### src/rtl/scan_mux.sv
// ---------------------------------------------------------------------------
// scan_mux
//
// Channel multiplexer for multiplexed displays. In manual mode the word and
// one-hot strobe of the channel chosen by i_ctrl appear one cycle later. In
// auto mode the block walks the enabled channels in turn: each is shown for
// max(i_div,1) cycles, then the outputs are blanked for BLANK_CYC cycles,
// then the next enabled channel (upward, wrapping) is selected.
//
// Ports
//   i_clk    clock, all state changes on rising edge
//   i_rst    asynchronous active-high reset
//   i_data   NUM_CH packed words, channel k at [k*DATA_W +: DATA_W]
//   i_mode   0 = manual select, 1 = auto scan
//   i_ctrl   manual channel select (also the auto start channel)
//   i_div    auto dwell length in cycles (0 behaves as 1)
//   i_ch_en  channel enable mask used by the auto scan
//   o_data   registered selected word (0 while blanked)
//   o_sel    registered one-hot strobe of the live channel (0 while blanked)
//   o_ch     registered index of the active channel (held while blanked)
//   o_valid  high when o_data/o_sel carry a live channel
// ---------------------------------------------------------------------------
module scan_mux #(
  parameter int DATA_W    = 9,
  parameter int NUM_CH    = 4,
  parameter int DIV_W     = 16,
  parameter int BLANK_CYC = 2,
  localparam int CH_W     = $clog2(NUM_CH)
) (
  input  logic                     i_clk,
  input  logic                     i_rst,
  input  logic [NUM_CH*DATA_W-1:0] i_data,
  input  logic                     i_mode,
  input  logic [CH_W-1:0]          i_ctrl,
  input  logic [DIV_W-1:0]         i_div,
  input  logic [NUM_CH-1:0]        i_ch_en,
  output logic [DATA_W-1:0]        o_data,
  output logic [NUM_CH-1:0]        o_sel,
  output logic [CH_W-1:0]          o_ch,
  output logic                     o_valid
);

  typedef enum logic {SHOW = 1'b0, BLANK = 1'b1} state_t;

  state_t            state_reg, state_next;
  logic [DIV_W-1:0]  dwell_reg, dwell_next;
  logic [7:0]        blank_reg, blank_next;
  logic [CH_W-1:0]   ptr_reg, ptr_next;
  // Mode seen on the previous edge; a 0 here while i_mode is 1 marks the
  // first auto cycle, which restarts the scan from i_ctrl.
  logic              auto_reg;

  logic [DATA_W-1:0] data_next;
  logic [NUM_CH-1:0] sel_next;
  logic [CH_W-1:0]   ch_next;
  logic              valid_next;

  // Unpacked view of the channel words
  logic [DATA_W-1:0] words [NUM_CH];

  generate
    for (genvar gi = 0; gi < NUM_CH; gi++) begin : g_words
      assign words[gi] = i_data[gi*DATA_W +: DATA_W];
    end
  endgenerate

  function automatic logic [NUM_CH-1:0] onehot(input logic [CH_W-1:0] idx);
    logic [NUM_CH-1:0] v;
    v      = '0;
    v[idx] = 1'b1;
    return v;
  endfunction

  logic            ctrl_ok;
  logic [CH_W-1:0] ctrl_idx;

  assign ctrl_ok  = (int'(i_ctrl) < NUM_CH);
  assign ctrl_idx = ctrl_ok ? i_ctrl : '0;

  // Effective scan context for this cycle: on the first auto cycle after
  // manual mode the scan starts fresh at the manual channel with a full
  // dwell, so that cycle already counts as the first shown cycle.
  state_t           cur_state;
  logic [DIV_W-1:0] cur_dwell;
  logic [7:0]       cur_blank;
  logic [CH_W-1:0]  cur_ptr;

  always_comb begin
    if (auto_reg) begin
      cur_state = state_reg;
      cur_dwell = dwell_reg;
      cur_blank = blank_reg;
      cur_ptr   = ptr_reg;
    end else begin
      cur_state = SHOW;
      cur_dwell = '0;
      cur_blank = '0;
      cur_ptr   = ctrl_idx;
    end
  end

  // Next enabled channel after cur_ptr, searching upward with wrap. The last
  // candidate is cur_ptr itself, so a lone enabled channel is reselected.
  logic [CH_W-1:0] adv_ptr;
  logic            any_en;

  always_comb begin
    int idx;
    adv_ptr = cur_ptr;
    any_en  = 1'b0;
    for (int k = 1; k <= NUM_CH; k++) begin
      idx = int'(cur_ptr) + k;
      if (idx >= NUM_CH) idx = idx - NUM_CH;
      if (!any_en && i_ch_en[idx]) begin
        any_en  = 1'b1;
        adv_ptr = CH_W'(idx);
      end
    end
  end

  // Dwell end compares against the live i_div, so shortening it mid-dwell
  // ends the dwell at once when the count is already past the new limit.
  logic [DIV_W-1:0] div_lim;
  logic [DIV_W:0]   dwell_inc;
  logic             dwell_done;
  logic             blank_done;

  assign div_lim    = (i_div == '0) ? DIV_W'(1) : i_div;
  assign dwell_inc  = {1'b0, cur_dwell} + {{DIV_W{1'b0}}, 1'b1};
  assign dwell_done = (dwell_inc >= {1'b0, div_lim});
  // Saturates at the terminal count, where an empty mask parks the FSM
  assign blank_done = ((int'(cur_blank) + 1) >= BLANK_CYC);

  // ---------------- state register ----------------
  always_ff @(posedge i_clk or posedge i_rst) begin
    if (i_rst) begin
      state_reg <= SHOW;
      dwell_reg <= '0;
      blank_reg <= '0;
      ptr_reg   <= '0;
      // Reset leaves the scanner at channel 0; no restart from i_ctrl
      auto_reg  <= 1'b1;
      o_data    <= '0;
      o_sel     <= '0;
      o_ch      <= '0;
      o_valid   <= 1'b0;
    end else begin
      state_reg <= state_next;
      dwell_reg <= dwell_next;
      blank_reg <= blank_next;
      ptr_reg   <= ptr_next;
      auto_reg  <= i_mode;
      o_data    <= data_next;
      o_sel     <= sel_next;
      o_ch      <= ch_next;
      o_valid   <= valid_next;
    end
  end

  // ---------------- next-state logic ----------------
  always_comb begin
    state_next = cur_state;
    dwell_next = cur_dwell;
    blank_next = cur_blank;
    ptr_next   = cur_ptr;
    if (!i_mode) begin
      state_next = SHOW;
      dwell_next = '0;
      blank_next = '0;
      ptr_next   = ptr_reg;
    end else begin
      case (cur_state)
        SHOW: begin
          if (dwell_done) begin
            dwell_next = '0;
            blank_next = '0;
            if (BLANK_CYC == 0 && any_en) begin
              ptr_next   = adv_ptr;
              state_next = SHOW;
            end else begin
              state_next = BLANK;
            end
          end else begin
            dwell_next = dwell_inc[DIV_W-1:0];
          end
        end
        BLANK: begin
          if (blank_done) begin
            // Empty mask: stay parked and look at the mask again next cycle
            if (any_en) begin
              ptr_next   = adv_ptr;
              state_next = SHOW;
              blank_next = '0;
            end
          end else begin
            blank_next = cur_blank + 8'd1;
          end
        end
        default: state_next = SHOW;
      endcase
    end
  end

  // ---------------- output logic ----------------
  always_comb begin
    data_next  = '0;
    sel_next   = '0;
    ch_next    = o_ch;
    valid_next = 1'b0;
    if (!i_mode) begin
      ch_next = i_ctrl;
      if (ctrl_ok) begin
        data_next  = words[i_ctrl];
        sel_next   = onehot(i_ctrl);
        valid_next = 1'b1;
      end
    end else if (cur_state == SHOW) begin
      data_next  = words[cur_ptr];
      sel_next   = onehot(cur_ptr);
      ch_next    = cur_ptr;
      valid_next = 1'b1;
    end
  end

endmodule

### config.mk
export PLATFORM = sky130hd
export DESIGN_NAME = scan_mux
export DESIGN_NICKNAME = d
export VERILOG_FILES = /design/src/rtl/scan_mux.sv
export SDC_FILE = /design/constraint.sdc
export NUM_CORES = 1
export LEC_CHECK = 0
export ABC_CLOCK_PERIOD_IN_PS = 7200
export CORE_MARGIN = 2
export CORE_UTILIZATION = 30
export CTS_BUF_LIST = sky130_fd_sc_hd__clkbuf_8 sky130_fd_sc_hd__clkbuf_16
export CTS_CLUSTER_SIZE = 20
export DETAILED_ROUTE_END_ITERATION = 8
export SYNTH_ARGS = -nofsm -noshare
export SYNTH_HDL_FRONTEND = slang
export SYNTH_SLANG_ARGS = --single-unit
### constraint.sdc
create_clock -name i_clk -period 7.2 [get_ports i_clk]
set_input_delay 0.72 -clock i_clk [delete_from_list [all_inputs] [get_ports i_clk]]
set_output_delay 0.72 -clock i_clk [all_outputs]
set_load 0.03 [all_outputs]
==> out/results.tsv, run 1 <==
metric	value	unit
cts_setup_buffers	0	
fillCellCount	1126	
rsz0062_at_grt	false	
clk_latency	0.30	ns
numCtsBuffers	5	
grt_pass1_wl	15000	µm
fmax	216.0	MHz
routed_wl	9056	µm
worst_slew_pin_slew	1.145	ns
place_ws	2.643	ns
drive_above_1_share	7.126	%
p_clk_share	26.9	%
skew	0.007987	ns
largest_reg_flops	16	
path_class	flop to flop	
setup_viol	0	
synth_cells	351	
synthArstFlopShare	100.0	%
status	finished, final reports clean	
first_global_vias	3022	
multi_input_area	2073	µm²
max_cap_violations	0	
seq_power_share	44.3	%
core	10890	µm²
intPower	0.4250	mW
holdWs	0.5284	ns
cp-end-kind	flop	
hold_viol	0	
ctsResizeCount	0	
layout_min_cycle_time	4.629	ns
gp_congestion	0.9224	
die_y	109.8	µm
ctsHoldBuffers	0	
start_util	30.83	%
finalPower	0.6092	mW
overflow	0	
drv_slew	0	
syn-num-nets	435	
clock_path_buffers	2	
cts_max_level	2	
synth_edf_count	0	
antenna_cells	0	
io_pins	77	
yosys_warnings	0	
io_buffers	76	
setup_ws	2.571	ns
power_density	140.6	nW/µm²
worstPathArrival	4.86	ns
cts.sink_count	44	
drc	0	
nNetsFinal	504	
vias	3050	
track_usage	15.86	%
fin_area	4332	µm²
hp-class	flop to flop	
sw_frac_of_total	30.23	%
clkTransAtPathRegs	0.08	ns
syn_area_per_cell	9.564	µm²
regArea	1102	µm²
cts_root_buf	clkbuf_8	
critPathMaxFanout	37	
die-area	12050	µm²
hpwlAfterDp	6667	µm
peakVddDrop	82.12	µV
antenna_found_initial	0	
via_per_inst	5.437	
ant_nets	0	
synth_area	3357	µm²
ys_ff_latch	44	
leakagePower	1.855	nW
syn_to_final_growth	29.03	%
cts_tree	built	
critPathLaunchType	flop	
power.net_switching	0.1842	mW
drtPass1Iterations	5	
most-common-layout-cells	clkdlybuf4s50_1, nand2_1, dfrtp_1, inv_1, ha_1	
synth-main-ff-cell	dfrtp_1	
yosysUniqueCellTypes	56	
layout_commonest_cell	clkdlybuf4s50_1	
grt_max_degree	45	
p_comb_share	28.8	%
seq_area_frac_synth	32.84	%
rows	38	
max-slew-margin-rel	22.04	%
drtIter0Drc	163	
post-route-period-util	64.29	%
setup_tns	0	ns
required	7.43	ns
die_w	109.8	µm
routedWlPerCell	16.14	µm
dpl_cell_area	4239	µm²
[critical path, cell delays in order, from the launching register on]
cell      delay (ns)
dfstp_2         0.96
and2_1          0.29
ha_1            0.23
and3_1          0.18
nand3_1         0.11
nor3_1          0.28
xor2_1          0.09
and2_1          0.19
ha_1            0.33
a21oi_1         0.19
nor4b_1         0.38
a221oi_1        0.26
nor2_1          0.79
a32o_1          0.28
[power groups by stage]
stage	logic [mW]	clock network, mW	registers (mW)
3_3_place_gp	0.173	0	0.274
2_1_floorplan	0.0787	0	0.292
4_1_cts	0.177	0.171	0.270
3_5_place_dp	0.176	0	0.274
6_report	0.175	0.164	0.270
5_1_grt	0.189	0.180	0.271
[logic make-up after synthesis]
kind of cell | share of synthesized area (%)
muxes | 15.13
and+or+nand+nor | 17.33
buffers and inverters | 5.404
xor gates and xnor gates | 2.087
AOI/OAI and AO/OA | 18.64
adders and majority gates | 8.573
DFF | 32.84
[synthesized netlist by cell type (3+ instances only)]
master,number,area [µm²]
mux2i_1,20,200.2
o21a_1,3,22.52
ha_1,23,287.8
buf_2,4,20.02
nand4_1,4,25.02
dfrtp_1,43,1076
or3_1,3,18.77
inv_1,27,101.4
clkbuf_1,12,45.04
and2_1,8,50.05
a211oi_1,3,22.52
nor4_1,5,31.28
o311ai_0,3,26.28
and3_1,6,37.54
a22o_1,3,26.28
nor3b_1,4,30.03
nand2_1,44,165.2
nor2_1,10,37.54
a21oi_1,12,60.06
a32o_1,13,130.1
nand3_1,15,75.07
xnor2_1,6,52.55
o221ai_1,9,78.83
o21ai_0,11,55.05
mux4_2,11,247.7
nor3_1,7,35.03
[final timing paths]
check	startpoint	to	slack, ns	cells after the start
min reg2reg	dwell_reg[1]	dwell_reg[1]	0.53	1
max in group asynchronous	i_rst	blank_reg[4]	5.92	3
min in group asynchronous	i_rst	o_data[2]	0.86	3
max reg2reg	auto_reg	dwell_reg[2]	2.57	13
min	dwell_reg[1]	dwell_reg[1]	0.53	1
max	auto_reg	dwell_reg[2]	2.57	13
[layer usage]
| layer | up-vias | global-route usage (%) | part of all wire (%) |
|---|---|---|---|
| met1 | 1453 | 21.49 | 45 |
| met4 | 0 | 3.707 | 1.1 |
| li1 | 1462 | - | - |
| met3 | 9 | 3.557 | 8.5 |
| met2 | 126 | 25.68 | 45 |
| met5 | - | 0 | 0 |
[through the flow]
stage               instances  utilization (%)
floorplan                 351                -
global placement          553            38.93
detailed placement        553            38.93
CTS                       561            39.78
global route              561            39.78
finish                    561            39.78
[cell type report]
type	count	share of cell area [%]
Multi-Input combinational cell	262	47.86
Sequential cell	44	25.45
Timing Repair Buffer	79	18.08
Tap cell	140	4.044
Inverter	28	2.426
Clock buffer	6	1.906
Clock inverter	2	0.2311
No activity file was read; power rests on OpenSTA's default activity.
==> inputs of run 2 (changes only) <==
Settings changed: ABC_CLOCK_PERIOD_IN_PS 7200 to 4300.
Clock period 7.2 ns to 4.3 ns, I/O delays scaled along.
==> run 2 against run 1 <==
Combinational power rose by 70%. Utilization is 0.23 points higher. Flip-flop and latch count did not move. Wire length increased by 0.40%. Power increased by 66%. Setup slack worse by 2.3 ns. Critical path type unchanged. Critical endpoint is now dwell_reg[4]. Largest power group unchanged.
==> out/results.tsv, run 2 (synthesis results as in run 1) <==
metric	value	unit	change
reg2reg_depth	12		-1
reg2reg_from	auto_reg		
drtPass1Iterations	4		-1
r2r_end	dwell_reg[4]		
drt-met1-wl	4200	µm	+2.2%
io_buffers	76		unchanged
drtIter0Drc	133		-18%
grt_max_degree	45		unchanged
sw_frac_of_total	30.96	%	+0.73 points
routed_wl	9092	µm	+0.40%
critPathLaunchType	flop		
worstPathArrival	4.24	ns	-0.62 ns
p_clk_share	26.4	%	-0.5 points
layout_min_cycle_time	4.013	ns	-0.6158 ns
ant_nets	0		unchanged
rrSetupSlack	0.29	ns	-2.28 ns
critPathMaxFanout	12		-68%
critPathTopFamily	simple AND/OR/NAND/NOR gates		
crit_chain	and2_1, ha_1, nand2_1, or3_1, a21boi_0, ha_1, a211oi_1, nor2_1, nor4b_1, a221oi_1, nor2_1, a32o_1		
path_class	flop to flop		
intPower	0.6982	mW	+64%
max_stage_delay	0.79	ns	-0.17 ns
die_w	109.8	µm	unchanged
hold_path_end	dwell_reg[1]		
holdCritStartpoint	dwell_reg[1]		
vias	3046		-0.13%
via_per_inst	5.391		-0.84%
max_cap_violations	0		unchanged
highest_layer	met4		
clkTransAtPathRegs	0.08	ns	about the same
cts_tree	built		
overflow	0		unchanged
leakagePower	1.872	nW	+0.88%
cts.sink_count	44		unchanged
power.net_switching	0.3131	mW	+70%
cp_num_cells	12		-1
hold_viol	0		unchanged
antenna_found_initial	0		unchanged
peakVddDrop	115.6	µV	+41%
grt_pass1_wl	14990	µm	about the same
required	4.53	ns	-2.90 ns
fillCellCount	1111		-1.3%
layout_commonest_cell	clkdlybuf4s50_1		
status	finished, final reports clean		
io_pins	77		unchanged
drv_slew	0		unchanged
cp-end-kind	flop		
largest_reg_flops	16		unchanged
ctsHoldBuffers	0		unchanged
first_global_vias	3094		+2.4%
wl_met3	654	µm	-15%
rsz0062_at_grt	false		
cts_root_buf	clkbuf_8		
core	10890	µm²	unchanged
die_y	109.8	µm	unchanged
p_comb_share	29.4	%	+0.6 points
cts_max_level	2		unchanged
numCtsBuffers	5		unchanged
hp-class	flop to flop		
skew	0.01656	ns	+0.008574 ns
drc	0		unchanged
syn_to_final_growth	29.78	%	
setup_viol	0		unchanged
setup_tns	0	ns	unchanged
fmax	249.2	MHz	+15%
routedWlPerCell	16.09	µm	-0.31%
worst_slew_pin_slew	1.002	ns	-0.1430 ns
most-common-layout-cells	clkdlybuf4s50_1, nand2_1, dfrtp_1, inv_1, ha_1		
finalPower	1.011	mW	+66%
hold-path-cell-count	1		unchanged
gp_congestion	0.8731		-5.3%
hpwlAfterDp	6686	µm	+0.29%
cp_slowest_cell	nor2_1		
die-area	12050	µm²	unchanged
track_usage	15.84	%	-0.018 points
cp_num_buf_inv	0		unchanged
clk_latency	0.30	ns	about the same
nNetsFinal	508		+0.79%
rows	38		unchanged
antenna_cells	0		unchanged
clock_path_buffers	2		unchanged
post-route-period-util	93.32	%	+29 points
seq_power_share	44.2	%	about the same
power_density	232.1	nW/µm²	+65%
max-slew-margin-rel	32.96	%	+11 points
start_util	30.83	%	unchanged
wl_met2	4157	µm	+2.0%
drive_above_1_share	8.000	%	+0.87 points
[run 2: through the flow]
stage | area [µm²] | instances | hold WS (ns) | utilization [%] | setup WS, ns
finish | 4357 | 565 | 0.5181 | 40.01 | 0.2872
global route | 4357 | 565 | 0.5560 | 40.01 | 0.006235
CTS | 4357 | 565 | 0.5238 | 40.01 | 0.2659
detailed placement | 4269 | 557 | 0.5038 | 39.21 | 0.2895
global placement | 4269 | 557 | 0.4958 | 39.21 | 0.2833
floorplan | 3357 | 351 | 0.4345 | - | 0.1366
[run 2: repair_timing]
action,4_1_cts,5_1_grt
setup endpoints to repair,0,7
resized for setup,0,1
setup buffers,0,0
endpoints found under the hold margin,0,0
[run 2: worst max-delay path by stage]
| stage | start | to | slack, ns |
|---|---|---|---|
| finish | auto_reg | dwell_reg[4] | 0.29 |
| global placement | auto_reg | dwell_reg[14] | 0.28 |
| CTS | auto_reg | dwell_reg[3] | 0.27 |
| floorplan | auto_reg | dwell_reg[3] | 0.14 |
| detailed placement | auto_reg | dwell_reg[14] | 0.29 |
| global route | auto_reg | dwell_reg[3] | 0.006 |
[run 2: power groups by stage]
| stage | logic, mW | clock network, mW | registers, mW |
|---|---|---|---|
| after detailed placement | 0.300 | 0 | 0.454 |
| after global placement | 0.296 | 0 | 0.455 |
| after CTS | 0.301 | 0.277 | 0.447 |
| after global routing | 0.323 | 0.299 | 0.449 |
| final | 0.298 | 0.267 | 0.447 |
| after floorplan | 0.132 | 0 | 0.489 |
[run 2: final cells by class]
| class | count | area [µm²] | area share (%) |
|---|---|---|---|
| Timing Repair Buffer | 83 | 813.3 | 18.67 |
| Sequential cell | 44 | 1102 | 25.30 |
| Tap cell | 140 | 175.2 | 4.021 |
| Clock inverter | 3 | 18.77 | 0.4308 |
| Inverter | 28 | 105.1 | 2.412 |
| Clock buffer | 5 | 68.82 | 1.580 |
| Multi-Input combinational cell | 262 | 2073 | 47.59 |
[run 2: routing by layer]
layer  vias up  global-route usage [%]
met5         -                       0
met2        91                   25.77
met3         6                   4.149
li1       1475                       -
met4         0                   3.345
met1      1474                   21.13
==> inputs of run 3 (changes only) <==
Settings changed: CORE_MARGIN 2 to 4.
==> run 3 against run 2 <==
Fmax increased by 3.2%. Flip-flop and latch count is the same. Clock power increased by 32%. Utilization grew 0.30 points. Count of clock-buffer cells in the layout is 2 higher. Non-clock buffer count is 2 lower. Global-route usage down 1.5 points. Sequential power about the same.
==> out/results.tsv, run 3 (synthesis results as in run 1) <==
metric	value	unit	change
status	finished, final reports clean		
grt_max_degree	45		unchanged
finalPower	1.096	mW	+8.4%
rrSetupSlack	0.41	ns	+0.12 ns
via_per_inst	5.417		+0.49%
die_y	113.8	µm	+3.6%
worstPathArrival	4.08	ns	-0.16 ns
rsz0062_at_grt	false		
peakVddDrop	150.4	µV	+30%
first_global_vias	3046		-1.6%
largest_reg_flops	16		unchanged
vias	3050		+0.13%
max-slew-margin-rel	36.20	%	+3.2 points
numCtsBuffers	5		unchanged
nNetsFinal	506		-0.39%
clkTransAtPathRegs	0.08	ns	about the same
layout_min_cycle_time	3.890	ns	-0.1229 ns
drive_above_1_share	8.274	%	+0.27 points
grt_pass1_wl	15110	µm	+0.83%
gp_congestion	0.8994		+3.0%
p_clk_share	32.1	%	+5.7 points
skew	0.01033	ns	-0.006232 ns
clk_latency	0.30	ns	about the same
routed_wl	9272	µm	+2.0%
layout_commonest_cell	clkdlybuf4s50_1		
core	10890	µm²	unchanged
leakagePower	1.882	nW	+0.57%
die_w	113.8	µm	+3.6%
fmax	257.1	MHz	+3.2%
cts_tree	built		
antenna_cells	0		unchanged
worst_slew_pin_slew	0.9556	ns	-0.04631 ns
setup_tns	0	ns	unchanged
final_core_util	40.31	%	+0.30 points
reg2reg_depth	14		+2
place_ws	0.2021	ns	-0.08749 ns
routedWlPerCell	16.47	µm	+2.3%
power.net_switching	0.3075	mW	-1.8%
io_buffers	76		unchanged
critPathLaunchType	flop		
drc	0		unchanged
reg2reg_from	auto_reg		
rows	38		unchanged
hold_viol	0		unchanged
syn_to_final_growth	30.75	%	
drtIter0Drc	139		+4.5%
ant_nets	0		unchanged
drtPass1Iterations	4		unchanged
hold-path-cell-count	1		unchanged
antenna_found_initial	0		unchanged
p_comb_share	27.1	%	-2.3 points
hpwlAfterDp	6892	µm	+3.1%
holdWs	0.5379	ns	+0.01980 ns
intPower	0.7887	mW	+13%
overflow	0		unchanged
io_pins	77		unchanged
cts_root_buf	clkbuf_8		
hold_path_end	dwell_reg[1]		
hp-class	flop to flop		
cts_max_level	2		unchanged
drv_slew	0		unchanged
post-route-period-util	90.46	%	-2.9 points
track_usage	14.34	%	-1.5 points
setup_ws	0.4101	ns	+0.1229 ns
path_class	flop to flop		
start_util	30.83	%	unchanged
cts.sink_count	44		unchanged
holdCritStartpoint	dwell_reg[1]		
most-common-layout-cells	clkdlybuf4s50_1, nand2_1, dfrtp_1, inv_1, ha_1		
r2r_end	dwell_reg[12]		
power_density	249.7	nW/µm²	+7.6%
die-area	12950	µm²	+7.4%
seq_power_share	40.8	%	-3.4 points
required	4.49	ns	-0.04 ns
critPathMaxFanout	12		unchanged
setup_viol	0		unchanged
cp-end-kind	flop		
clock_path_buffers	2		unchanged
cts_setup_buffers	0		unchanged
sw_frac_of_total	28.05	%	-2.9 points
max_cap_violations	0		unchanged
-- run 3: layer usage --
layer	wire length (µm)	track usage (%)
met1	4281	19.73
met3	624	3.714
met4	149	3.721
met5	0	0
met2	4215	22.54
-- run 3: how the worst max path moves through the flow --
stage / start / end / cells after the start
floorplan: auto_reg / dwell_reg[3] / 18
global route: auto_reg / dwell_reg[1] / 14
finish: auto_reg / dwell_reg[12] / 14
detailed placement: auto_reg / dwell_reg[14] / 14
CTS: auto_reg / dwell_reg[14] / 14
global placement: auto_reg / dwell_reg[14] / 12
-- run 3: cell type report --
class / count / area, µm²
sequential: 44 / 1102
inverter: 28 / 105.1
clock inverter: 1 / 30.03
tap: 140 / 175.2
fill: 1095 / 6499
timing repair buffer: 81 / 798.3
clock buffer: 7 / 96.34
multi-input combinational: 262 / 2082
-- run 3: per-stage QoR --
step / instance area (µm²) / instances
after floorplan: 3357 / 351
after global placement: 4254 / 555
after detailed placement: 4254 / 555
after CTS: 4380 / 563
after global routing: 4389 / 563
final: 4389 / 563
-- run 3: worst max-delay path, cell delays in order (launching register included) --
cell,delay (ns)
dfstp_2,0.62
and2_1,0.21
ha_1,0.23
and3_1,0.21
and3_1,0.24
nand3_1,0.11
xnor2_1,0.13
and2_1,0.18
ha_1,0.30
nand4_1,0.17
or4_1,0.51
o21ai_1,0.22
a31o_2,0.21
nor2_2,0.14
a32o_1,0.31
-- run 3: timing repair --
action	in CTS	in global routing
setup endpoints to repair	0	12
hold buffers	0	0
gates resized for setup	0	3
-- run 3: power groups by stage --
stage / clock [mW] / combinational [mW] / sequential [mW]
CTS: 0.366 / 0.300 / 0.447
global route: 0.381 / 0.321 / 0.450
floorplan: 0 / 0.132 / 0.489
detailed placement: 0 / 0.299 / 0.454
finish: 0.352 / 0.297 / 0.447
global placement: 0 / 0.294 / 0.455
